**config.mk**
```make
export PLATFORM = sky130hd
export DESIGN_NAME = argmax_classifier
export DESIGN_NICKNAME = d
export VERILOG_FILES = /design/src/rtl/vad_pkg.sv /design/src/rtl/vad_hangover.sv /design/src/rtl/argmax_classifier.sv
export SDC_FILE = /design/constraint.sdc
export NUM_CORES = 1
export LEC_CHECK = 0
export ABC_CLOCK_PERIOD_IN_PS = 5000
export CORE_MARGIN = 5
export CORE_UTILIZATION = 35
export CTS_BUF_LIST = sky130_fd_sc_hd__clkbuf_4 sky130_fd_sc_hd__clkbuf_8
export CTS_CLUSTER_SIZE = 20
export DETAILED_ROUTE_END_ITERATION = 7
export PLACE_DENSITY = 0.62
export RECOVER_POWER = 25
export SYNTH_ARGS = -nofsm -noshare
export SYNTH_HDL_FRONTEND = slang
export SYNTH_HIERARCHICAL = 1
export SYNTH_SLANG_ARGS = --single-unit
```
**constraint.sdc**
```tcl
create_clock -name clk -period 5 [get_ports clk]
set_clock_uncertainty 0.1 [all_clocks]
set_input_delay 0.75 -clock clk [delete_from_list [all_inputs] [get_ports clk]]
set_output_delay 0.75 -clock clk [all_outputs]
set_load 0.1 [all_outputs]
```
**src/rtl/vad_pkg.sv**
```systemverilog
// Shared types and default sizing for the argmax classifier / VAD block.
// FSM state encoding and default parameter values live here.
package vad_pkg;

    typedef enum logic [1:0] {
        IDLE = 2'd0,
        SCAN = 2'd1,
        DONE = 2'd2
    } state_t;

    localparam int N_CLASS_DEF     = 2;
    localparam int SCORE_W_DEF     = 8;
    localparam int HANG_FRAMES_DEF = 4;

endpackage

```
**src/rtl/vad_hangover.sv**
```systemverilog
// Hangover smoothing of the speech decision: holds vad_flag high for
// HANG_FRAMES non-speech results after the last speech result.
module vad_hangover
    import vad_pkg::*;
#(
    parameter int HANG_FRAMES = HANG_FRAMES_DEF
) (
    input  logic clk,
    input  logic rst,
    input  logic update,
    input  logic speech,
    output logic vad_flag
);

    localparam int CW = (HANG_FRAMES < 1) ? 1 : $clog2(HANG_FRAMES + 1);

    logic [CW-1:0] cnt;

    always_ff @(posedge clk or posedge rst) begin
        if (rst) begin
            cnt      <= '0;
            vad_flag <= 1'b0;
        end else if (update) begin
            if (speech) begin
                cnt      <= CW'(HANG_FRAMES);
                vad_flag <= 1'b1;
            end else if (cnt != '0) begin
                cnt      <= cnt - 1'b1;
                vad_flag <= 1'b1;
            end else begin
                vad_flag <= 1'b0;
            end
        end
    end

endmodule

```
**src/rtl/argmax_classifier.sv**
```systemverilog
// Sequential argmax over N_CLASS signed scores with a speech/VAD flag.
// Define VAD_HANG_EN to enable hangover smoothing of vad_flag.
module argmax_classifier
    import vad_pkg::*;
#(
    parameter int N_CLASS      = N_CLASS_DEF,
    parameter int SCORE_W      = SCORE_W_DEF,
    parameter int SPEECH_CLASS = 0,
    parameter int HANG_FRAMES  = HANG_FRAMES_DEF
) (
    input  logic                       clk,
    input  logic                       rst,
    input  logic                       start,
    input  logic [N_CLASS*SCORE_W-1:0] scores_in,
    output logic                       busy,
    output logic                       result_valid,
    output logic [$clog2(N_CLASS)-1:0] class_idx,
    output logic [N_CLASS-1:0]         class_onehot,
    output logic [SCORE_W-1:0]         max_score,
    output logic                       vad_flag
);

    localparam int IW = $clog2(N_CLASS);
    localparam logic [IW-1:0] LAST = IW'(N_CLASS - 1);
    localparam logic [IW-1:0] SPEECH_IDX = IW'(SPEECH_CLASS);

    if (N_CLASS < 2 || HANG_FRAMES < 1) begin : g_bad_cfg
        $error("argmax_classifier: bad N_CLASS or HANG_FRAMES");
    end

    state_t                     state;
    logic [N_CLASS*SCORE_W-1:0] sv;
    logic signed [SCORE_W-1:0]  best;
    logic signed [SCORE_W-1:0]  cur;
    logic [IW-1:0]              idx;
    logic [IW-1:0]              cnt;
    logic [N_CLASS-1:0]         oh;
    logic                       done;
    logic                       is_speech;

    assign cur       = sv[int'(cnt)*SCORE_W +: SCORE_W];
    assign busy      = (state != IDLE);
    assign done      = (state == DONE);
    assign is_speech = (idx == SPEECH_IDX);

    always_comb begin
        oh      = '0;
        oh[idx] = 1'b1;
    end

    always_ff @(posedge clk or posedge rst) begin
        if (rst) begin
            state        <= IDLE;
            sv           <= '0;
            best         <= '0;
            idx          <= '0;
            cnt          <= '0;
            result_valid <= 1'b0;
            class_idx    <= '0;
            class_onehot <= '0;
            max_score    <= '0;
        end else begin
            result_valid <= 1'b0;
            unique case (state)
                IDLE: begin
                    if (start) begin
                        sv    <= scores_in;
                        best  <= scores_in[SCORE_W-1:0];
                        idx   <= '0;
                        cnt   <= IW'(1);
                        state <= SCAN;
                    end
                end
                SCAN: begin
                    // strict compare keeps the lowest index on ties
                    if (cur > best) begin
                        best <= cur;
                        idx  <= cnt;
                    end
                    cnt <= cnt + 1'b1;
                    if (cnt == LAST)
                        state <= DONE;
                end
                DONE: begin
                    result_valid <= 1'b1;
                    class_idx    <= idx;
                    class_onehot <= oh;
                    max_score    <= best;
                    state        <= IDLE;
                end
                default: state <= IDLE;
            endcase
        end
    end

`ifdef VAD_HANG_EN
    vad_hangover #(
        .HANG_FRAMES(HANG_FRAMES)
    ) u_hang (
        .clk     (clk),
        .rst     (rst),
        .update  (done),
        .speech  (is_speech),
        .vad_flag(vad_flag)
    );
`else
    always_ff @(posedge clk or posedge rst) begin
        if (rst)
            vad_flag <= 1'b0;
        else if (done)
            vad_flag <= is_speech;
    end
`endif

endmodule

```
# Word level (Yosys, flattened, before mapping)
# Cells that the tools add are included.
# word_totals
reg_bits,41
word_cells,43
output_inout_bits,14
# classes
reduce_logical,8
n_lt_le_gt_ge,3
muxes,14
n_eq_ne,5
shifts,1
bitwise,1
n_addsub,1
# ops
op,n
two-way mux 8 bit,2
case mux 8 bit (2 select lines),1
indexed part select 16 x 5 -> 8 bit,1
> comparator 8 bit,1
"!= test 2 bit, second input constant",3
AND reduction 2 bit,3
two-way mux 1 bit,5
two-way mux 2 bit,2
case mux 1 bit (2 select lines),2
case mux 2 bit (2 select lines),1
nonzero test 2 bit,2
AND reduction 3 bit,1
"equality test 2 x 1 -> 1 bit, second input constant",1
"equality test 2 bit, second input constant",1
zero test 2 bit,1
"less-than comparator 1 x 2 -> 1 bit, second input constant",1
"adder 1 bit, second input constant",1
demux 1 bit (select 1 bit),1
"greater-or-equal comparator 1 bit, second input constant",1
logical AND 1 bit,1
NOT 1 bit,1

# Depth between registers and ports, before layout
# logic_depth
depth_word,4
ltp_mapped,8
ltp_nobuf,7

# Worst setup path after synthesis
# Ideal clock, no wire load.
# synth_timing
path_type,register to register
from,reg cnt
to,reg best[0]
required_time_ns,4.775
path_stages_with_launch,9
path_buffers,1
synth_period_minus_slack_ns,2.661
path_slack_ns,2.339
arrival_time_ns,2.436
setup_time_ns,0.125
cell_sequence,dfrtp_1 > clkbuf_1 > mux2_2 > ha_1 > nand4_1 > o211ai_2 > a31oi_2 > nor3_4 > mux2_4
# synth_between
elab_chain_len,4
# synth_rtl
item,line,rtl
from (decl),argmax_classifier.sv:36,logic [IW-1:0] cnt;
from (signal assigned),argmax_classifier.sv:80,cnt <= cnt + 1'b1;
indexed part select 16 x 5 -> 8 bit *,argmax_classifier.sv:41,assign cur = sv[int'(cnt)*SCORE_W +: SCORE_W];
> comparator 8 bit,argmax_classifier.sv:76,if (cur > best) begin
!= test 2 bit (no source line),n/a,
AND reduction 3 bit (no source line),n/a,
to (signal assigned),argmax_classifier.sv:68,best <= scores_in[SCORE_W-1:0];
to (signal assigned),argmax_classifier.sv:77,best <= cur;
to (decl),argmax_classifier.sv:33,logic signed [SCORE_W-1:0] best;
# Every way passes the cells marked *; elsewhere a longest branch is shown, timed or not. The select of a mux whose other input is x is not followed.
# A chain may end at the register's enable or synchronous reset.

# Worst setup path after layout
# layout_timing
from,reg state[0]
to,out busy
# layout_between
elab_chain_len,1
# layout_rtl
item,line,rtl
from (decl),argmax_classifier.sv:31,state_t state;
from (signal assigned),argmax_classifier.sv:53,state <= IDLE;
from (signal assigned),argmax_classifier.sv:71,state <= SCAN;
from (signal assigned),argmax_classifier.sv:82,state <= DONE;
nonzero test 2 bit,argmax_classifier.sv:42,assign busy = (state != IDLE);
to (decl),argmax_classifier.sv:15,"output logic busy,"
# No other way between the ends.

==> results <==
- A synthesized cell averages 13.6 um^2.
- From left edge to right edge, the die measures 83.4 um.
- The final reports fail on max-capacitance violations, max-slew violations.
- Entering global routing, the biggest net connects 40 pins.
- The worst path uses between 50% and 60% of the clock period.
- The repair_antennas step left the layout with diodes totalling 0.
- The area inside the core boundary is about 5200 um^2.
- The post-cts repair resize count is 0.
- The family with the most delay on the worst path is buffers and inverters.
- The sort of element at the start of the critical path is a flop.
- For the worst setup path, the data required time is 4.15 ns.
- The count of maximum capacitance violations is 1.
- The CTS root buffer is sky130_fd_sc_hd__clkbuf_8.
- The y dimension of the die is roughly 83 um.
- The worst slew slack as a fraction of its limit is -34.1%.
- Of all nets on the critical path, the largest fanout is 4.
- From synthesis to final layout, the design area changed by 25.8%.
- The number of inserted filler cells in the final layout is 488.
- The total nets after synthesis is about 170.
- The utilization after layout is 45.9%.
- After the first detailed-routing iteration, the DRC count stood at 70.
- In this run the number of cells on the critical path is 2.
- The register area share after synthesis is between 50% and 60%.
- Derived from the worst setup path, the maximum achievable clock frequency is approximately 340 MHz.
- Synthesis instantiated 28 different standard cells from the library.
- Setup repair after global routing left no endpoint under its margin.
- The total buffers and inverters traversed by the critical path is 1.
- Global routing used about a tenth of the available tracks across all layers.
- The share of post-route cells with drive strength above 1 is a little over a quarter.
- After routing, the total negative slack on setup checks comes to 0 ns.
- The number of rows in the core area is 26.
- TritonCTS built the clock tree.
- The number of global-route vias before repair was about 1300.
- The maximum buffer depth of the clock tree is 2.
- The number of search-and-repair iterations in the first detailed-routing pass is 4.
- The per-cell via count in the routed design is 4.60.
- Once the clock tree was built, the setup fixing pass inserted 0 buffers.
- The final antenna-violating net count is 0.
- The routed wirelength normalized by instance count is ~14 um.
- The synthesis-stage register bit count is 39.
- The worst reg2reg path depth is 7.
- The post-placement worst setup slack is approximately 2.2 ns.
- The path class of the tightest hold or removal check is flop to flop.
- The wire length of the first global-routing pass is slightly below 6 mm.
- The number of nets in the final layout is 200.
- The CTS buffer count is 5.
- Counting instances, the worst hold path has a depth of 1.
- The synthesized area is 1890 um^2.
- The routed via count is ~1100.
- The number of hold violations in the final report is 0.
- The H-tree depth is 2.
- The run finished, with violations left.
- The slowest cell on the critical path is sky130_fd_sc_hd__clkdlybuf4s50_1.
- During synthesis, Yosys emitted a total of 6 warnings.
- STA classifies the critical path endpoint as a primary output.
- Setup violations remaining at the end of the flow were counted as 0.
- The number of hold buffers added after CTS is 0.
- The port buffer count is 32.
- At the pin with the least slew margin, the transition time is 2.01 ns.
- For this run the aggregate overflow at the end of global routing stands at 0.
- The detailed-route DRC error count is 0.
- The post-synthesis instance total is between 100 and 150.
- The signal arrival time at the worst endpoint is 2.05 ns.
- The routability congestion estimate from global placement is roughly 0.73.
- The signal on the critical path passes through or2_2 > clkdlybuf4s50_1.
- Detailed placement finished with a half-perimeter wire length of about 2.6 mm.
- The total wirelength of the detailed-routed design is around 3.4 mm.
- For the worst-skew pair, the clock arrives at the later sink with an insertion delay of around 0.29 ns.
- The max-slew violation total from the final report is 40.
- The top-level I/O count is 33.
- The number of sinks on the clock net is 39.
- In the post-route analysis, the smallest setup slack over all paths is roughly 2.1 ns.
- The number of antenna violations at the first check in global routing was 0.
- The die outline area is 6960 um^2.
- The shortest clock period the worst path allows after layout is slightly below 3 ns.
- Once the floorplan was initialized, standard cells occupied approximately 36% of the core.
- On the worst path, the slowest cell contributes a delay of just under 1 ns.
- The clock transition at the register clock pins on the worst setup and hold paths after CTS is around 0.070 ns.
- The category of the most critical setup path is flop to primary output.
Yosys cell counts:
cell type / n / area, um^2
sky130_fd_sc_hd__a21o_1: 2 / 15.0
sky130_fd_sc_hd__mux2i_1: 15 / 150
sky130_fd_sc_hd__mux2_4: 1 / 15.0
sky130_fd_sc_hd__nor2_4: 1 / 11.3
sky130_fd_sc_hd__inv_1: 9 / 33.8
sky130_fd_sc_hd__nand2b_1: 2 / 12.5
sky130_fd_sc_hd__o21ai_0: 1 / 5.00
sky130_fd_sc_hd__o211ai_1: 1 / 7.51
sky130_fd_sc_hd__buf_2: 1 / 5.00
sky130_fd_sc_hd__or2_2: 1 / 6.26
sky130_fd_sc_hd__or2_1: 1 / 6.26
sky130_fd_sc_hd__nand4bb_1: 1 / 11.3
sky130_fd_sc_hd__nor2_1: 2 / 7.51
sky130_fd_sc_hd__a31oi_2: 1 / 12.5
sky130_fd_sc_hd__dfrtp_1: 39 / 976
sky130_fd_sc_hd__nor2b_1: 4 / 25.0
sky130_fd_sc_hd__nand4_1: 2 / 12.5
sky130_fd_sc_hd__nor3_4: 1 / 16.3
sky130_fd_sc_hd__and2_1: 1 / 6.26
sky130_fd_sc_hd__a21oi_1: 3 / 15.0
sky130_fd_sc_hd__mux2_2: 33 / 372
sky130_fd_sc_hd__buf_4: 3 / 22.5
sky130_fd_sc_hd__clkbuf_1: 1 / 3.75
sky130_fd_sc_hd__nand2_1: 2 / 7.51
sky130_fd_sc_hd__ha_1: 8 / 100
sky130_fd_sc_hd__o211ai_2: 1 / 12.5
sky130_fd_sc_hd__buf_6: 1 / 11.3
sky130_fd_sc_hd__o22ai_1: 1 / 6.26
worst paths after layout:
check / startpoint / to / slack (ns)
worst min-delay path: idx / class_onehot[0] / 0.38
worst max-delay path: state[0] / busy / 2.10
max in group asynchronous: rst / sv[15] / 2.13
worst max register to register: cnt / best[0] / 2.24
worst min register to register: idx / class_onehot[0] / 0.38
min in group asynchronous: rst / max_score[5] / 1.52
kinds of logic after synthesis:
logic type      share of synthesized area [%]
compound gates                           3.91
fa+ha+maj                                5.31
buf+inv                                  4.05
flops                                    51.8
mux                                      28.5
simple gates                             6.50
worst reg2reg max path, stage by stage (launching register included):
cell and delay [ns]:
sky130_fd_sc_hd__dfrtp_1 0.61, sky130_fd_sc_hd__mux2_2 0.40, sky130_fd_sc_hd__ha_1 0.32, sky130_fd_sc_hd__nand4_1 0.14, sky130_fd_sc_hd__o211ai_2 0.20, sky130_fd_sc_hd__a31oi_2 0.07, sky130_fd_sc_hd__nor3_4 0.46, sky130_fd_sc_hd__mux2_4 0.34
state kept, by name, indices dropped and copies added, names as in the netlist:
| register | flops |
|---|---|
| sv | 16 |
| best | 8 |
| max_score | 8 |
| state | 2 |
| class_idx | 1 |
| class_onehot | 1 |
| cnt | 1 |
| idx | 1 |
| result_valid | 1 |
layout by cell type (no fill, tap or decap):
master                            count
sky130_fd_sc_hd__a21o_1               2
sky130_fd_sc_hd__a21oi_1              3
sky130_fd_sc_hd__a31oi_2              1
sky130_fd_sc_hd__and2_1               1
sky130_fd_sc_hd__bufinv_16            1
sky130_fd_sc_hd__clkbuf_1             1
sky130_fd_sc_hd__clkbuf_8             6
sky130_fd_sc_hd__clkdlybuf4s50_1     30
sky130_fd_sc_hd__clkinv_2             1
sky130_fd_sc_hd__dfrtp_1             39
sky130_fd_sc_hd__dlygate4sd3_1        2
sky130_fd_sc_hd__ha_1                 8
sky130_fd_sc_hd__inv_1                9
sky130_fd_sc_hd__mux2_2              33
sky130_fd_sc_hd__mux2_4               1
sky130_fd_sc_hd__mux2i_1             15
sky130_fd_sc_hd__nand2_1              2
sky130_fd_sc_hd__nand2b_1             2
sky130_fd_sc_hd__nand4_1              2
sky130_fd_sc_hd__nand4bb_1            1
sky130_fd_sc_hd__nor2_1               2
sky130_fd_sc_hd__nor2_4               1
sky130_fd_sc_hd__nor2b_1              4
sky130_fd_sc_hd__nor3_4               1
sky130_fd_sc_hd__o211ai_1             1
sky130_fd_sc_hd__o211ai_2             1
sky130_fd_sc_hd__o21ai_0              1
sky130_fd_sc_hd__o22ai_1              1
sky130_fd_sc_hd__or2_1                1
sky130_fd_sc_hd__or2_2                1
stage by stage:
step	area [um^2]	hold slack, ns	instances
after detailed placement	2260	0.369	236
after CTS	2380	0.382	244
after global routing	2370	0.406	244
after floorplan	1890	0.326	139
after global placement	2260	0.353	236
final	2370	0.382	244
cell type report:
class	instances	area, um^2	area share (%)
clock buffers	6	82.6	3.48
clock inverters	2	35.0	1.48
inverters	9	33.8	1.42
multi-input cells	85	833	35.1
flip-flops and latches	39	976	41.1
well taps	70	87.6	3.69
repair buffers	33	324	13.7
per-layer routing:
| metal | up-vias | global-route usage (%) | part of all wire (%) |
|---|---|---|---|
| met5 | - | 0 | 0 |
| met4 | 0 | 4.61 | 2.0 |
| met3 | 6 | 3.07 | 4.1 |
| met2 | 23 | 17.6 | 49 |
| met1 | 536 | 11.7 | 45 |
| li1 | 557 | - | - |
Power is not shown: default switching activity piles up to over one toggle a cycle in this logic, so the estimate is an artifact.
